`src/rtl/stack_pkg.sv`:
```
// Shared definitions for the 8080 stack sequencer.
//   stack_op_t : request opcode encoding (values 4-7 are illegal)
//   state_t    : sequencer state encoding
//   *_DEF      : default parameter values for stack_seq
package stack_pkg;

  typedef enum logic [2:0] {
    OP_PUSH    = 3'd0,
    OP_POP     = 3'd1,
    OP_XTHL    = 3'd2,
    OP_LOAD_SP = 3'd3
  } stack_op_t;

  typedef enum logic [3:0] {
    S_IDLE,
    S_RD_LO,
    S_RD_HI,
    S_RD_WAIT,
    S_WR_HI,
    S_WR_LO,
    S_XW_LO,
    S_XW_HI,
    S_DONE
  } state_t;

  localparam int          READ_LAT_DEF    = 2;
  localparam logic [15:0] SP_RESET_DEF    = 16'h0000;
  localparam logic [15:0] STACK_LIMIT_DEF = 16'hC000;

  // A PUSH moves SP down by two; it is refused if that lands below the floor.
  function automatic logic push_overflows(input logic [15:0] sp_cur,
                                          input logic [15:0] limit);
    logic [15:0] sp_new;
    sp_new = sp_cur - 16'd2;
    return sp_new < limit;
  endfunction

endpackage

```
`src/rtl/stack_seq.sv`:
```
// stack_seq: executes PUSH / POP / XTHL / LOAD_SP as byte-wide memory
// sequences on behalf of the 8080 execute stage and owns the stack pointer.
//
// Ports
//   clk, rst_n                 clock, async active-low reset
//   req_valid/req_ready        request handshake (ready only in IDLE)
//   req_op, req_data           opcode and word / new SP
//   resp_valid, resp_data      one-cycle completion pulse and result
//   resp_err                   overflow or illegal opcode
//   sp                         current stack pointer
//   mem_raddr, mem_rdata       byte read port (data READ_LAT cycles later)
//   mem_wen, mem_waddr/wdata   byte write port
//
// All outputs except req_ready are registered: each cycle's outputs are
// computed from the state being entered.
module stack_seq
  import stack_pkg::*;
#(
  parameter int          READ_LAT    = READ_LAT_DEF,
  parameter logic [15:0] SP_RESET    = SP_RESET_DEF,
  parameter logic [15:0] STACK_LIMIT = STACK_LIMIT_DEF
) (
  input  logic        clk,
  input  logic        rst_n,
  input  logic        req_valid,
  output logic        req_ready,
  input  logic [2:0]  req_op,
  input  logic [15:0] req_data,
  output logic        resp_valid,
  output logic [15:0] resp_data,
  output logic        resp_err,
  output logic [15:0] sp,
  output logic [15:0] mem_raddr,
  input  logic [7:0]  mem_rdata,
  output logic        mem_wen,
  output logic [15:0] mem_waddr,
  output logic [7:0]  mem_wdata
);

  localparam int CNT_W = (READ_LAT > 1) ? $clog2(READ_LAT) : 1;

  state_t              state_q, state_d;
  logic [2:0]          op_q, op_d;
  logic [15:0]         wdat_q, wdat_d;     // word latched at acceptance
  logic [15:0]         word_q, word_d;     // word assembled from reads
  logic [CNT_W-1:0]    cnt_q, cnt_d;
  logic [READ_LAT-1:0] lo_pipe_q, lo_pipe_d;
  logic [READ_LAT-1:0] hi_pipe_q, hi_pipe_d;
  logic                lo_issue, hi_issue;

  logic [15:0] sp_q, sp_d;
  logic        resp_valid_q, resp_valid_d;
  logic        resp_err_q, resp_err_d;
  logic [15:0] resp_data_q, resp_data_d;
  logic [15:0] mem_raddr_q, mem_raddr_d;
  logic        mem_wen_q, mem_wen_d;
  logic [15:0] mem_waddr_q, mem_waddr_d;
  logic [7:0]  mem_wdata_q, mem_wdata_d;

  logic [15:0] sp_m1, sp_m2, sp_p1, sp_p2;

  assign sp_m1 = sp_q - 16'd1;
  assign sp_m2 = sp_q - 16'd2;
  assign sp_p1 = sp_q + 16'd1;
  assign sp_p2 = sp_q + 16'd2;

  assign req_ready  = (state_q == S_IDLE);
  assign resp_valid = resp_valid_q;
  assign resp_err   = resp_err_q;
  assign resp_data  = resp_data_q;
  assign sp         = sp_q;
  assign mem_raddr  = mem_raddr_q;
  assign mem_wen    = mem_wen_q;
  assign mem_waddr  = mem_waddr_q;
  assign mem_wdata  = mem_wdata_q;

  // Read-return tagging: a tag enters the pipe in the cycle its address is on
  // mem_raddr and reaches the top bit in the cycle its data is on mem_rdata.
  always_comb begin
    lo_pipe_d    = lo_pipe_q << 1;
    lo_pipe_d[0] = lo_issue;
    hi_pipe_d    = hi_pipe_q << 1;
    hi_pipe_d[0] = hi_issue;
    word_d       = word_q;
    if (lo_pipe_q[READ_LAT-1]) word_d[7:0]  = mem_rdata;
    if (hi_pipe_q[READ_LAT-1]) word_d[15:8] = mem_rdata;
  end

  always_comb begin
    state_d      = state_q;
    op_d         = op_q;
    wdat_d       = wdat_q;
    cnt_d        = cnt_q;
    sp_d         = sp_q;
    lo_issue     = 1'b0;
    hi_issue     = 1'b0;
    resp_valid_d = 1'b0;
    resp_err_d   = 1'b0;
    resp_data_d  = resp_data_q;
    mem_raddr_d  = mem_raddr_q;
    mem_wen_d    = 1'b0;
    mem_waddr_d  = mem_waddr_q;
    mem_wdata_d  = mem_wdata_q;

    unique case (state_q)
      S_IDLE: begin
        if (req_valid) begin
          op_d   = req_op;
          wdat_d = req_data;
          case (req_op)
            OP_PUSH: begin
              if (push_overflows(sp_q, STACK_LIMIT)) begin
                state_d      = S_DONE;
                resp_valid_d = 1'b1;
                resp_err_d   = 1'b1;
                resp_data_d  = sp_q;
              end else begin
                state_d     = S_WR_HI;
                mem_wen_d   = 1'b1;
                mem_waddr_d = sp_m1;
                mem_wdata_d = req_data[15:8];
              end
            end
            OP_POP, OP_XTHL: begin
              state_d     = S_RD_LO;
              mem_raddr_d = sp_q;
            end
            OP_LOAD_SP: begin
              state_d      = S_DONE;
              sp_d         = req_data;
              resp_valid_d = 1'b1;
              resp_data_d  = req_data;
            end
            default: begin
              state_d      = S_DONE;
              resp_valid_d = 1'b1;
              resp_err_d   = 1'b1;
              resp_data_d  = sp_q;
            end
          endcase
        end
      end
      S_RD_LO: begin
        lo_issue    = 1'b1;
        state_d     = S_RD_HI;
        mem_raddr_d = sp_p1;
      end
      S_RD_HI: begin
        hi_issue = 1'b1;
        state_d  = S_RD_WAIT;
        cnt_d    = CNT_W'(READ_LAT - 1);
      end
      S_RD_WAIT: begin
        // Last wait cycle is the one the high byte is on mem_rdata.
        if (cnt_q == '0) begin
          if (op_q == OP_XTHL) begin
            state_d     = S_XW_LO;
            mem_wen_d   = 1'b1;
            mem_waddr_d = sp_q;
            mem_wdata_d = wdat_q[7:0];
          end else begin
            state_d      = S_DONE;
            sp_d         = sp_p2;
            resp_valid_d = 1'b1;
            resp_data_d  = word_d;
          end
        end else begin
          cnt_d = cnt_q - CNT_W'(1);
        end
      end
      S_WR_HI: begin
        state_d     = S_WR_LO;
        mem_wen_d   = 1'b1;
        mem_waddr_d = sp_m2;
        mem_wdata_d = wdat_q[7:0];
      end
      S_WR_LO: begin
        state_d      = S_DONE;
        sp_d         = sp_m2;
        resp_valid_d = 1'b1;
        resp_data_d  = sp_m2;
      end
      S_XW_LO: begin
        state_d     = S_XW_HI;
        mem_wen_d   = 1'b1;
        mem_waddr_d = sp_p1;
        mem_wdata_d = wdat_q[15:8];
      end
      S_XW_HI: begin
        state_d      = S_DONE;
        resp_valid_d = 1'b1;
        resp_data_d  = word_q;
      end
      S_DONE:  state_d = S_IDLE;
      default: state_d = S_IDLE;
    endcase
  end

  always_ff @(posedge clk or negedge rst_n) begin
    if (!rst_n) begin
      state_q      <= S_IDLE;
      op_q         <= '0;
      wdat_q       <= '0;
      word_q       <= '0;
      cnt_q        <= '0;
      lo_pipe_q    <= '0;
      hi_pipe_q    <= '0;
      sp_q         <= SP_RESET;
      resp_valid_q <= 1'b0;
      resp_err_q   <= 1'b0;
      resp_data_q  <= '0;
      mem_raddr_q  <= '0;
      mem_wen_q    <= 1'b0;
      mem_waddr_q  <= '0;
      mem_wdata_q  <= '0;
    end else begin
      state_q      <= state_d;
      op_q         <= op_d;
      wdat_q       <= wdat_d;
      word_q       <= word_d;
      cnt_q        <= cnt_d;
      lo_pipe_q    <= lo_pipe_d;
      hi_pipe_q    <= hi_pipe_d;
      sp_q         <= sp_d;
      resp_valid_q <= resp_valid_d;
      resp_err_q   <= resp_err_d;
      resp_data_q  <= resp_data_d;
      mem_raddr_q  <= mem_raddr_d;
      mem_wen_q    <= mem_wen_d;
      mem_waddr_q  <= mem_waddr_d;
      mem_wdata_q  <= mem_wdata_d;
    end
  end

endmodule

```
`config.mk`:
```
export PLATFORM = sky130hd
export DESIGN_NAME = stack_seq
export DESIGN_NICKNAME = d
export VERILOG_FILES = /design/src/rtl/stack_pkg.sv /design/src/rtl/stack_seq.sv
export SDC_FILE = /design/constraint.sdc
export NUM_CORES = 1
export LEC_CHECK = 0
export BUFFER_PORTS_ARGS = -buffer_cell sky130_fd_sc_hd__buf_2
export CAP_MARGIN = 25
export CORE_MARGIN = 4
export CORE_UTILIZATION = 62
export DETAILED_ROUTE_END_ITERATION = 7
export HOLD_SLACK_MARGIN = 0.05
export PLACE_DENSITY = 0.89
export SETUP_SLACK_MARGIN = 0.05
export SLEW_MARGIN = 10
export SYNTH_ARGS = -nofsm -noshare
export SYNTH_HDL_FRONTEND = slang
export SYNTH_SLANG_ARGS = --single-unit
```
`constraint.sdc`:
```
create_clock -name clk -period 6.6 [get_ports clk]
set_input_delay 0.66 -clock clk [delete_from_list [all_inputs] [get_ports clk]]
set_output_delay 0.66 -clock clk [all_outputs]
set_load 0.005 [all_outputs]
```
==> summary.md <==
| Metric | Value |
|---|---|
| Status | complete, no violations |
| Net Sw Frac | 44.2% |
| Pint | 2.46 mW |
| Clock share of power | 19.9% |
| CTS H-Tree Depth | 4 |
| Post-synth top flop | dfrtp_1 |
| Grt total ovfl | 0 |
| Pre-antenna DRT Iters | 7 |
| RSZ-0062 raised after global routing | false |
| Width of the die | 115 um |
| Total die area | 13200 um^2 |
| Cts repair resizes | 0 |
| Largest net degree at the start of global routing | 72 |
| Number of global-route vias before repair | 6523 |
| Max_cap viols | 0 |
| CTS tree | built |
| Gpl congestion | 0.981 |
| Core Footprint | 11000 um^2 |
| DP HPWL | 16600 um |
| Critical path buffer and inverter count | 1 |
| Critical Path RT | 6910 ps |
| Crit-path cells | and4bb_2, a31oi_1, o41a_1, o21ai_4, buf_4, mux2_2 |
| Via count | 6868 |
| Io pins | 106 |
| Clock buffer depth | 2 |
| Slowest CP cell | and4bb_2 |
| Net Count, Synth | 801 |
| Max incr delay on CP | 1000 ps |
| Buffers added on ports | 105 |
| Power Density | 537 nW/um^2 |
| Synthesized area per cell | 9.27 um^2 |
| Register share of total power | 35.6% |
| Antenna violations before repair | 0 |
| Vias per cell | 6.94 |
| Commonest non-fill, non-tap cell in the layout | dfrtp_1 |
| Diodes inserted | 0 |
| Worst hold path type | primary input to asynchronous set/reset pin |
| CP Class | flop to flop |
| Max Freq | 0.294 GHz |
| Initial Util | 64.4% |
| Cell Rows | 38 |
| Register bit count reported by yosys | 119 |
| Final setup viols | 0 |
| Hold-fix buffers, CTS | 0 |
| Worst setup EP type | flop |
| Post-Syn Instances | 766 |
| Post-route insts no fill | 990 |
| Ratio of cells with drive above 1 in the final layout | 25.5% |
| Routed len/inst | 24.1 um |
| Leak pwr | 3.33 nW |
| CP max FO | 46 |
| Clk Latency, worst-skew pair | 430 ps |
| Sequential fraction of the synthesis area | 41.9% |
| GRT Total Usage | 37.0% |
| Commonest cells after routing, fill and taps aside | 119 x dfrtp_1, 104 x buf_2, 97 x nor2_1 |
| Root buf cell | clkbuf_16 |
| Combinational power share | 44.5% |
| Critical path startpoint category | flop |
| Die H | 115 um |
| Synth cell types | 81 |
| CP Data Arrival Time | 3710 ps |
| Synth warn | 0 |
| Post-synthesis async set-or-reset flop share | 100% |
| Period utilization | 51.6% |
| Worst-margin pin slew | 969 ps |
| # fillers | 793 |
| Antenna Nets Post-Route | 0 |
| Slew Viols, Final | 0 |
| Setup TNS Final | 0 ps |
| First-pass GRT wire length | 37200 um |
| Post-synth EDFFs | 0 |
| Hold Vio Cnt, Final | 0 |
| Clock Pin Slew Worst Setup and Hold Paths | 60 ps |
| Layout Skew | 7.52 ps |
| P&R area growth vs syn | 15.3% |
| Sw Pwr | 1.94 mW |
| DR iter-0 viols | 995 |
| Tmin final | 3410 ps |
| Post-CTS Setup Bufs | 0 |
| DRC viols | 0 |
| CTS sink count | 119 |
| NumNets Final | 872 |
| Post-Route WL | 23800 um |
| Total CTS buffers | 17 |
| Family with the most delay on the worst path | simple AND/OR/NAND/NOR gates |
| Worst ir drop on vdd | 0.370 mV |
| Worst slew margin | 35.1% |
| Post-synthesis cell area | 7100 um^2 |
| Post-Place Cells | 955 |
| Hold slack | 251 ps |
| Overall power | 4.40 mW |
Yosys cell counts, drive strengths merged, types with 4 or more instances:
master  number  area (um^2)
a32oi        6         52.6
a211oi       7         52.6
a22oi       15          113
a41oi        4         35.0
nor2        97          364
nand4        6         43.8
dfrtp      119         2980
nor3        18          100
nor4         8          101
mux2i       12          120
o211ai       6         55.1
a221oi       5         43.8
a221o        4         40.0
ha           5         62.6
mux2        40          450
or3          5         31.3
o31ai        6         45.0
clkbuf      37          139
nand2       57          214
a31oi        9         68.8
xor2        14          123
inv          8         30.0
a21oi       72          364
o21a         8         60.1
xnor2       27          236
buf         30          175
nand3       20          100
a222oi      12          120
o21ai       49          257
kinds of logic (layout without fill, tap and decap cells):
group | Yosys count | count (layout) | share of synthesized area, %
AND/OR/NAND/NOR | 242 | 242 | 17.1
flip-flops | 119 | 119 | 41.9
multiplexers | 52 | 52 | 8.03
adder cells (fa/ha/maj) | 5 | 5 | 0.881
buffers and inverters | 77 | 161 | 4.95
AO/OA/AOI/OAI | 230 | 230 | 22.1
XOR/XNOR | 41 | 41 | 5.06
flip-flops by register name, summed over array words and instances (netlist names), 3 cells and up:
signal and cells:
mem_raddr 16, mem_waddr 16, resp_data 16, sp 16, wdat_q 16, word_q 16
mem_wdata 8, state_q 4, op_q 3
path summary, 6_finish.rpt:
kind | slack [ps] | cells past startpoint | start | end
max reg2reg | 3190 | 6 | state_q[1]$_DFFE_PN0P_ | mem_waddr[3]$_DFFE_PN0P_
min in group clk | 350 | 0 | hi_pipe_q[0]$_DFF_PN0_ | hi_pipe_q[1]$_DFF_PN0_
min | 250 | 1 | rst_n | mem_raddr[15]$_DFFE_PN0P_
min reg2reg | 350 | 0 | hi_pipe_q[0]$_DFF_PN0_ | hi_pipe_q[1]$_DFF_PN0_
max in group asynchronous | 5010 | 2 | rst_n | lo_pipe_q[1]$_DFF_PN0_
max | 3190 | 6 | state_q[1]$_DFFE_PN0P_ | mem_waddr[3]$_DFFE_PN0P_
stage by stage:
step	setup slack, ps	cell area, um^2	utilization (%)
after floorplan	4010	7100	-
after global placement	3360	7590	68.8
after detailed placement	3270	7600	68.9
after CTS	3240	8160	74.0
after global routing	3030	8190	74.3
final	3190	8190	74.3
metal layers:
| metal | GRT usage (%) | routed length [um] | vias to the layer above |
|---|---|---|---|
| li1 | - | - | 2966 |
| met1 | 49.8 | 9030 | 3286 |
| met2 | 57.4 | 11000 | 514 |
| met3 | 7.79 | 2620 | 102 |
| met4 | 17.3 | 1160 | 0 |
| met5 | 0 | 0 | - |
worst reg2reg max path, delay by kind of cell, from the launching register on:
kind | cells | cell delay (ps)
AND/OR/NAND/NOR | 1 | 1000
multiplexers | 1 | 420
buffers and inverters | 1 | 440
AO/OA/AOI/OAI | 3 | 530
flip-flops | 1 | 900
power by group through the flow:
stage | Sequential [mW] | Clock (mW) | Combinational [mW]
6_report | 1.57 | 0.877 | 1.96
5_1_grt | 1.60 | 0.921 | 2.13
4_1_cts | 1.54 | 0.880 | 1.92
3_5_place_dp | 1.55 | 0 | 1.88
3_3_place_gp | 1.51 | 0 | 1.83
2_1_floorplan | 1.31 | 0 | 1.42
cell type report:
type	instances	area, um^2	share of cell area (%)
multi-input combinational	570	3790	46.3
sequential	119	2980	36.4
timing repair buffer	119	644	7.87
clock buffer	21	460	5.62
tap	140	175	2.14
clock inverter	11	100	1.22
inverter	10	37.5	0.458
Note: power is estimated with default switching activity, not from simulation.
